[src/rtl/mem_burst_pkg.sv]
// mem_burst_pkg: shared types and constants for the burst controller slice.
// FSM state encodings, command opcode encoding and read-buffer depth.
package mem_burst_pkg;

  typedef enum logic [1:0] {
    IDLE  = 2'd0,
    WRITE = 2'd1,
    READ  = 2'd2,
    DRAIN = 2'd3
  } state_e;

  localparam logic OP_READ  = 1'b0;
  localparam logic OP_WRITE = 1'b1;

  localparam int RDBUF_DEPTH = 2;

endpackage

[src/rtl/mem_burst_rdbuf.sv]
// mem_burst_rdbuf: 2-entry synchronous FIFO that catches RAM read data.
// Push and pop may happen in the same cycle; head reads as zero when empty.
module mem_burst_rdbuf
  import mem_burst_pkg::*;
#(
  parameter int DATA_WIDTH = 8
) (
  input  logic                  clk,
  input  logic                  rst,
  input  logic                  push,
  input  logic                  pop,
  input  logic [DATA_WIDTH-1:0] push_data,
  output logic [1:0]            count,
  output logic [DATA_WIDTH-1:0] head
);

  logic [DATA_WIDTH-1:0] slots [RDBUF_DEPTH];
  logic                  rd_ptr;
  logic                  wr_ptr;
  logic                  do_push;
  logic                  do_pop;

  // Ignore pushes into a full buffer and pops from an empty one.
  always_comb begin
    do_pop  = pop && (count != 2'd0);
    do_push = push && ((count != 2'd2) || do_pop);
  end

  // Storage, pointers and occupancy count.
  always_ff @(posedge clk or negedge rst) begin
    if (!rst) begin
      slots[0] <= '0;
      slots[1] <= '0;
      rd_ptr   <= 1'b0;
      wr_ptr   <= 1'b0;
      count    <= 2'd0;
    end else begin
      if (do_push) begin
        slots[wr_ptr] <= push_data;
        wr_ptr        <= ~wr_ptr;
      end
      if (do_pop) begin
        rd_ptr <= ~rd_ptr;
      end
      case ({do_push, do_pop})
        2'b10:   count <= count + 2'd1;
        2'b01:   count <= count - 2'd1;
        default: count <= count;
      endcase
    end
  end

  assign head = (count == 2'd0) ? '0 : slots[rd_ptr];

endmodule

[src/rtl/mem_burst_ctrl.sv]
// mem_burst_ctrl: burst initiator for a single-port RAM with 1-cycle read latency.
// Config macro MEM_BURST_WRAP_EN: defined = bursts wrap past the top address and
// err is never raised; undefined = out-of-range commands are rejected with err.
module mem_burst_ctrl
  import mem_burst_pkg::*;
#(
  parameter int ADDR_WIDTH = 4,
  parameter int DATA_WIDTH = 8
) (
  input  logic                  clk,
  input  logic                  rst,
  input  logic                  cmd_valid,
  output logic                  cmd_ready,
  input  logic                  cmd_write,
  input  logic [ADDR_WIDTH-1:0] cmd_addr,
  input  logic [ADDR_WIDTH-1:0] cmd_len,
  input  logic                  wr_valid,
  output logic                  wr_ready,
  input  logic [DATA_WIDTH-1:0] wr_data,
  output logic                  rd_valid,
  input  logic                  rd_ready,
  output logic [DATA_WIDTH-1:0] rd_data,
  output logic                  done,
  output logic                  err,
  output logic [ADDR_WIDTH-1:0] mem_addr,
  output logic                  mem_wen,
  output logic                  mem_ren,
  output logic [DATA_WIDTH-1:0] mem_wdata,
  input  logic [DATA_WIDTH-1:0] mem_rdata
);

  // Raw state encodings, kept as plain constants for legacy comparisons.
  localparam logic [1:0] ST_IDLE  = IDLE;
  localparam logic [1:0] ST_WRITE = WRITE;
  localparam logic [1:0] ST_READ  = READ;
  localparam logic [1:0] ST_DRAIN = DRAIN;

  localparam logic [ADDR_WIDTH-1:0] ADDR_ONE = ADDR_WIDTH'(1);

  logic [1:0]            state;
  logic [ADDR_WIDTH-1:0] cur_addr;
  logic [ADDR_WIDTH-1:0] beats_left;
  logic                  inflight;
  logic                  done_q;
  logic                  err_q;

  logic                  cmd_fire;
  logic                  wr_fire;
  logic                  pop;
  logic                  last_beat;
  logic                  range_bad;
  logic [1:0]            fifo_count;
  logic [DATA_WIDTH-1:0] fifo_head;
  logic [2:0]            occupancy;

`ifdef MEM_BURST_WRAP_EN
  // Wrapping bursts are always legal.
  assign range_bad = 1'b0;
`else
  logic [ADDR_WIDTH:0] end_addr;

  // A carry out of start+len means the burst would run past the top address.
  always_comb begin
    end_addr  = {1'b0, cmd_addr} + {1'b0, cmd_len};
    range_bad = end_addr[ADDR_WIDTH];
  end
`endif

  // Handshakes and RAM port drive; read issue is throttled so that buffered
  // plus in-flight beats never exceed the two buffer slots.
  always_comb begin
    cmd_ready = (state == ST_IDLE);
    cmd_fire  = cmd_valid && cmd_ready;
    wr_ready  = (state == ST_WRITE);
    wr_fire   = wr_valid && wr_ready;
    rd_valid  = (fifo_count != 2'd0);
    rd_data   = fifo_head;
    pop       = rd_valid && rd_ready;
    last_beat = (beats_left == '0);
    occupancy = {1'b0, fifo_count} + {2'b00, inflight} - {2'b00, pop};
    mem_wen   = wr_fire;
    mem_ren   = (state == ST_READ) && (occupancy < 3'd2);
    mem_addr  = ((state == ST_WRITE) || (state == ST_READ)) ? cur_addr : '0;
    mem_wdata = (state == ST_WRITE) ? wr_data : '0;
    done      = done_q;
    err       = err_q;
  end

  // Burst sequencing: command latch, beat counting, completion and reject pulses.
  always_ff @(posedge clk or negedge rst) begin
    if (!rst) begin
      state      <= ST_IDLE;
      cur_addr   <= '0;
      beats_left <= '0;
      inflight   <= 1'b0;
      done_q     <= 1'b0;
      err_q      <= 1'b0;
    end else begin
      done_q   <= 1'b0;
      err_q    <= 1'b0;
      inflight <= mem_ren;
      case (state)
        ST_IDLE: begin
          if (cmd_fire) begin
            if (range_bad) begin
              err_q <= 1'b1;
            end else begin
              cur_addr   <= cmd_addr;
              beats_left <= cmd_len;
              state      <= (cmd_write == OP_WRITE) ? ST_WRITE : ST_READ;
            end
          end
        end
        ST_WRITE: begin
          if (wr_fire) begin
            cur_addr   <= cur_addr + ADDR_ONE;
            beats_left <= beats_left - ADDR_ONE;
            if (last_beat) begin
              state  <= ST_IDLE;
              done_q <= 1'b1;
            end
          end
        end
        ST_READ: begin
          if (mem_ren) begin
            cur_addr   <= cur_addr + ADDR_ONE;
            beats_left <= beats_left - ADDR_ONE;
            if (last_beat) begin
              state <= ST_DRAIN;
            end
          end
        end
        ST_DRAIN: begin
          if (!inflight && (fifo_count == 2'd1) && pop) begin
            state  <= ST_IDLE;
            done_q <= 1'b1;
          end
        end
        default: state <= ST_IDLE;
      endcase
    end
  end

  mem_burst_rdbuf #(
    .DATA_WIDTH(DATA_WIDTH)
  ) u_rdbuf (
    .clk      (clk),
    .rst      (rst),
    .push     (inflight),
    .pop      (pop),
    .push_data(mem_rdata),
    .count    (fifo_count),
    .head     (fifo_head)
  );

endmodule

[config.mk]
export PLATFORM = sky130hd
export DESIGN_NAME = mem_burst_ctrl
export DESIGN_NICKNAME = d
export VERILOG_FILES = /design/src/rtl/mem_burst_pkg.sv /design/src/rtl/mem_burst_rdbuf.sv /design/src/rtl/mem_burst_ctrl.sv
export SDC_FILE = /design/constraint.sdc
export NUM_CORES = 1
export LEC_CHECK = 0
export CORE_MARGIN = 2
export CORE_UTILIZATION = 47
export DETAILED_ROUTE_END_ITERATION = 8
export GPL_TIMING_DRIVEN = 0
export PLACE_DENSITY = 0.86
export SLEW_MARGIN = 5
export SYNTH_ARGS = -nofsm -noshare
export SYNTH_HDL_FRONTEND = slang
export SYNTH_SLANG_ARGS = --single-unit
[constraint.sdc]
create_clock -name clk -period 5.7 [get_ports clk]
set_input_delay 1.14 -clock clk [delete_from_list [all_inputs] [get_ports clk]]
set_output_delay 1.14 -clock clk [all_outputs]
set_load 0.01 [all_outputs]
==> run summary <==
R2R setup slack: 2.37 ns
Post-synth EDFFs: 0
CP top delay family: buffers and inverters
worst min path class: reg2reg
worst path bufs/invs: 3
post-synthesis cell count: 187
Fmax: 214.1 MHz
Yosys top cell by area: dfrtp_1
hold path cells: 1
total power: 1.499 mW
port buffer count: 56
hold-critical path endpoint: u_rdbuf.slots[8]
worst vdd ir: 0.2715 mV
post-synthesis average cell area: 10.70 um^2
most frequent cells after synthesis: 33 x dfrtp_1, 15 x inv_1, 14 x ha_1, 13 x and2_1, 13 x nand2_1
register area: 825.8 um^2
H-tree depth: 2
Ys Warns: 0
final instance count without filler cells: 301
number of distinct library cells after synthesis: 40
Clock Pin Slew Worst Setup and Hold Paths: 0.07 ns
top-count cell post-synth: dfrtp_1
nets: 295
Placed Instances: 293
CTS Buf Count: 5
Final Max Slew Viols: 0
Period minus WS final: 4.670 ns
grt peak-use layer: met2
synth top area cells: dfrtp_1 41%, ha_1 8.8%, mux2_1 5.6%, mux2_2 5.1%, mux2i_1 5.0%
Vias: 1579
CP dominant cell by count: clkdlybuf4s50_1
vias per inst: 5.246
Yosys reg bits: 33
die area: 4795 um^2
initial antenna violation count: 0
Worst-Margin Slew: 0.7647 ns
final setup TNS: 0 ns
Post-DP HPWL: 3176 um
top_reg_cell synth: dfrtp_1
Final Hold Viols: 0
I/O pin total: 57
Setup CP Type: in2out
GRT met2 Usage: 0.3120
pin count of the biggest net entering global routing: 34
root cell of the clock tree: clkbuf_8
Overall Global Routing Usage: 0.1824
top-area cell type share of the netlist area: 0.4128
final weighted congestion in routability-driven placement: 0.8057
# diodes: 0
# setup viols final: 0
CTS resizes: 0
CTS tree: built
min-delay src: u_rdbuf.slots[8]
CP Launch Type: input port
unrepaired setup endpoints after global routing: false
vias in the first global route: 1600
max cap viols: 0
layout cells sized above 1: 0.1315
PwrDens: 554.3 nW/um^2
DRC: 0
CP Capture Type: output port
RR Endpoint: cur_addr[1]
Final ANT Viol Nets: 0
area taken by multi-input logic gates: 1095 um^2
Filler cells: 346
Iteration-0 DRC Markers: 83
Post-Syn Area: 2001 um^2
slowest stage delay, CP: 0.54 ns
final hold slack: 0.4935 ns
Max clock buf depth: 2
post-route clock period utilization: 0.8193
sequential share of the synthesized area: 0.4128
CP max stage cell: clkdlybuf4s50_1
worst path required time: 4.56 ns
status: finished clean
Post-CTS Repair Setup Buffers: 0
Reg2Reg Launch Point: u_rdbuf.count[1]
worst rel slew slack: 0.4902
met1 usage: 0.2239
fin util: 0.6667
first-pass GRT wire length: 7141 um
met3 Use GR: 0.04797
detailed-router iteration count before antenna repair: 4
core area: 4058 um^2
Die Y: 69.25 um
Initial Util: 0.4931
ys async rst share: 1.000
r2r worst-path depth: 13
Clk Latency, worst-skew pair: 0.28 ns
leak pwr: 1.203 nW
TritonCTS sink count: 33
arrival time at the worst endpoint: 3.53 ns
die width: 69.25 um
grt total ovfl: 0
hold buffers post-CTS: 0
maximum fanout along the worst path: 4
Worst Skew: 0.003154 ns
critical-path cell list: clkdlybuf4s50_1 > nand2b_4 > inv_1 > ha_1 > nand2b_1 > fa_1 > xnor2_1 > and3_2 > clkdlybuf4s50_1
Cell Rows: 23
synth-to-layout area growth: 35.21%
Synthesized Nets: 232
average wire per standard cell: 13.98 um
Post-Route WL: 4208 um
how the worst max path moves through the flow:
stage                     startpoint      end  slack (ns)  cells past startpoint
after floorplan             rd_ready  mem_ren        2.15                      7
after global placement      rd_ready  mem_ren        1.06                      9
after detailed placement    rd_ready  mem_ren        1.01                      9
after CTS                   rd_ready  mem_ren        1.01                      9
after global routing        rd_ready  mem_ren        0.92                      9
final                       rd_ready  mem_ren        1.03                      9
placed cells by master (no fill, tap or decap), types with 5 or more instances in the layout:
cell | Yosys | final
ha_1 | 14 | 14
mux2_1 | 10 | 10
inv_1 | 15 | 15
a21oi_1 | 5 | 5
and2_1 | 13 | 13
dfrtp_1 | 33 | 33
mux2i_1 | 10 | 10
o21ai_0 | 6 | 6
mux2_2 | 9 | 9
clkdlybuf4s50_1 | 0 | 55
clkbuf_1 | 5 | 5
xnor2_1 | 5 | 5
nand2_1 | 13 | 13
nor2_1 | 11 | 11
clkbuf_8 | 0 | 5
worst reg2reg max path, stage by stage (launching register included):
cell	delay (ns)
dfrtp_1	0.45
inv_1	0.11
ha_1	0.14
buf_2	0.22
nand2b_4	0.19
inv_1	0.07
ha_1	0.26
nand2b_1	0.15
fa_1	0.38
xnor2_1	0.20
a21bo_2	0.17
nand2_1	0.10
nor3_4	0.44
mux2_4	0.34
metal layers:
metal | vias up | wire (um)
met4 | 0 | 29
met2 | 49 | 2068
met3 | 2 | 218
met5 | - | 0
li1 | 766 | -
met1 | 762 | 1892
where the power goes:
part / switching, mW / internal [mW]
logic: 0.425 / 0.477
registers: 0.0779 / 0.347
clock network: 0.0881 / 0.0842
total: 0.591 / 0.908
registers in the layout, indices dropped and copies added (netlist names):
name            cells
inflight            1
err                 1
u_rdbuf.slots      16
u_rdbuf.count       2
u_rdbuf.wr_ptr      1
beats_left          4
state               2
cur_addr            4
done                1
u_rdbuf.rd_ptr      1
stage by stage:
step / instance area [um^2] / worst slack, ns
after floorplan: 2001 / 2.149
after global placement: 2624 / 1.065
after detailed placement: 2619 / 1.012
after CTS: 2705 / 1.013
after global routing: 2705 / 0.9237
final: 2705 / 1.030
kinds of logic (layout without fill, tap and decap cells):
kind of cell	count (synthesis)	in the layout	synth area share
AOI/OAI and AO/OA	23	23	0.08443
buffers and inverters	21	85	0.04002
DFF	33	33	0.4128
adders and majority gates	15	15	0.09756
and+or+nand+nor	59	59	0.1714
xor gates and xnor gates	5	5	0.02189
muxes	31	31	0.1720
cell type report:
class,instances,area share
multi-input combinational,133,0.4047
sequential,33,0.3053
timing repair buffer,56,0.2054
clock buffer,5,0.02544
tap,50,0.02313
inverter,15,0.02081
buffer,6,0.008788
clock inverter,3,0.006475
Power figures use the tool's default switching activity.
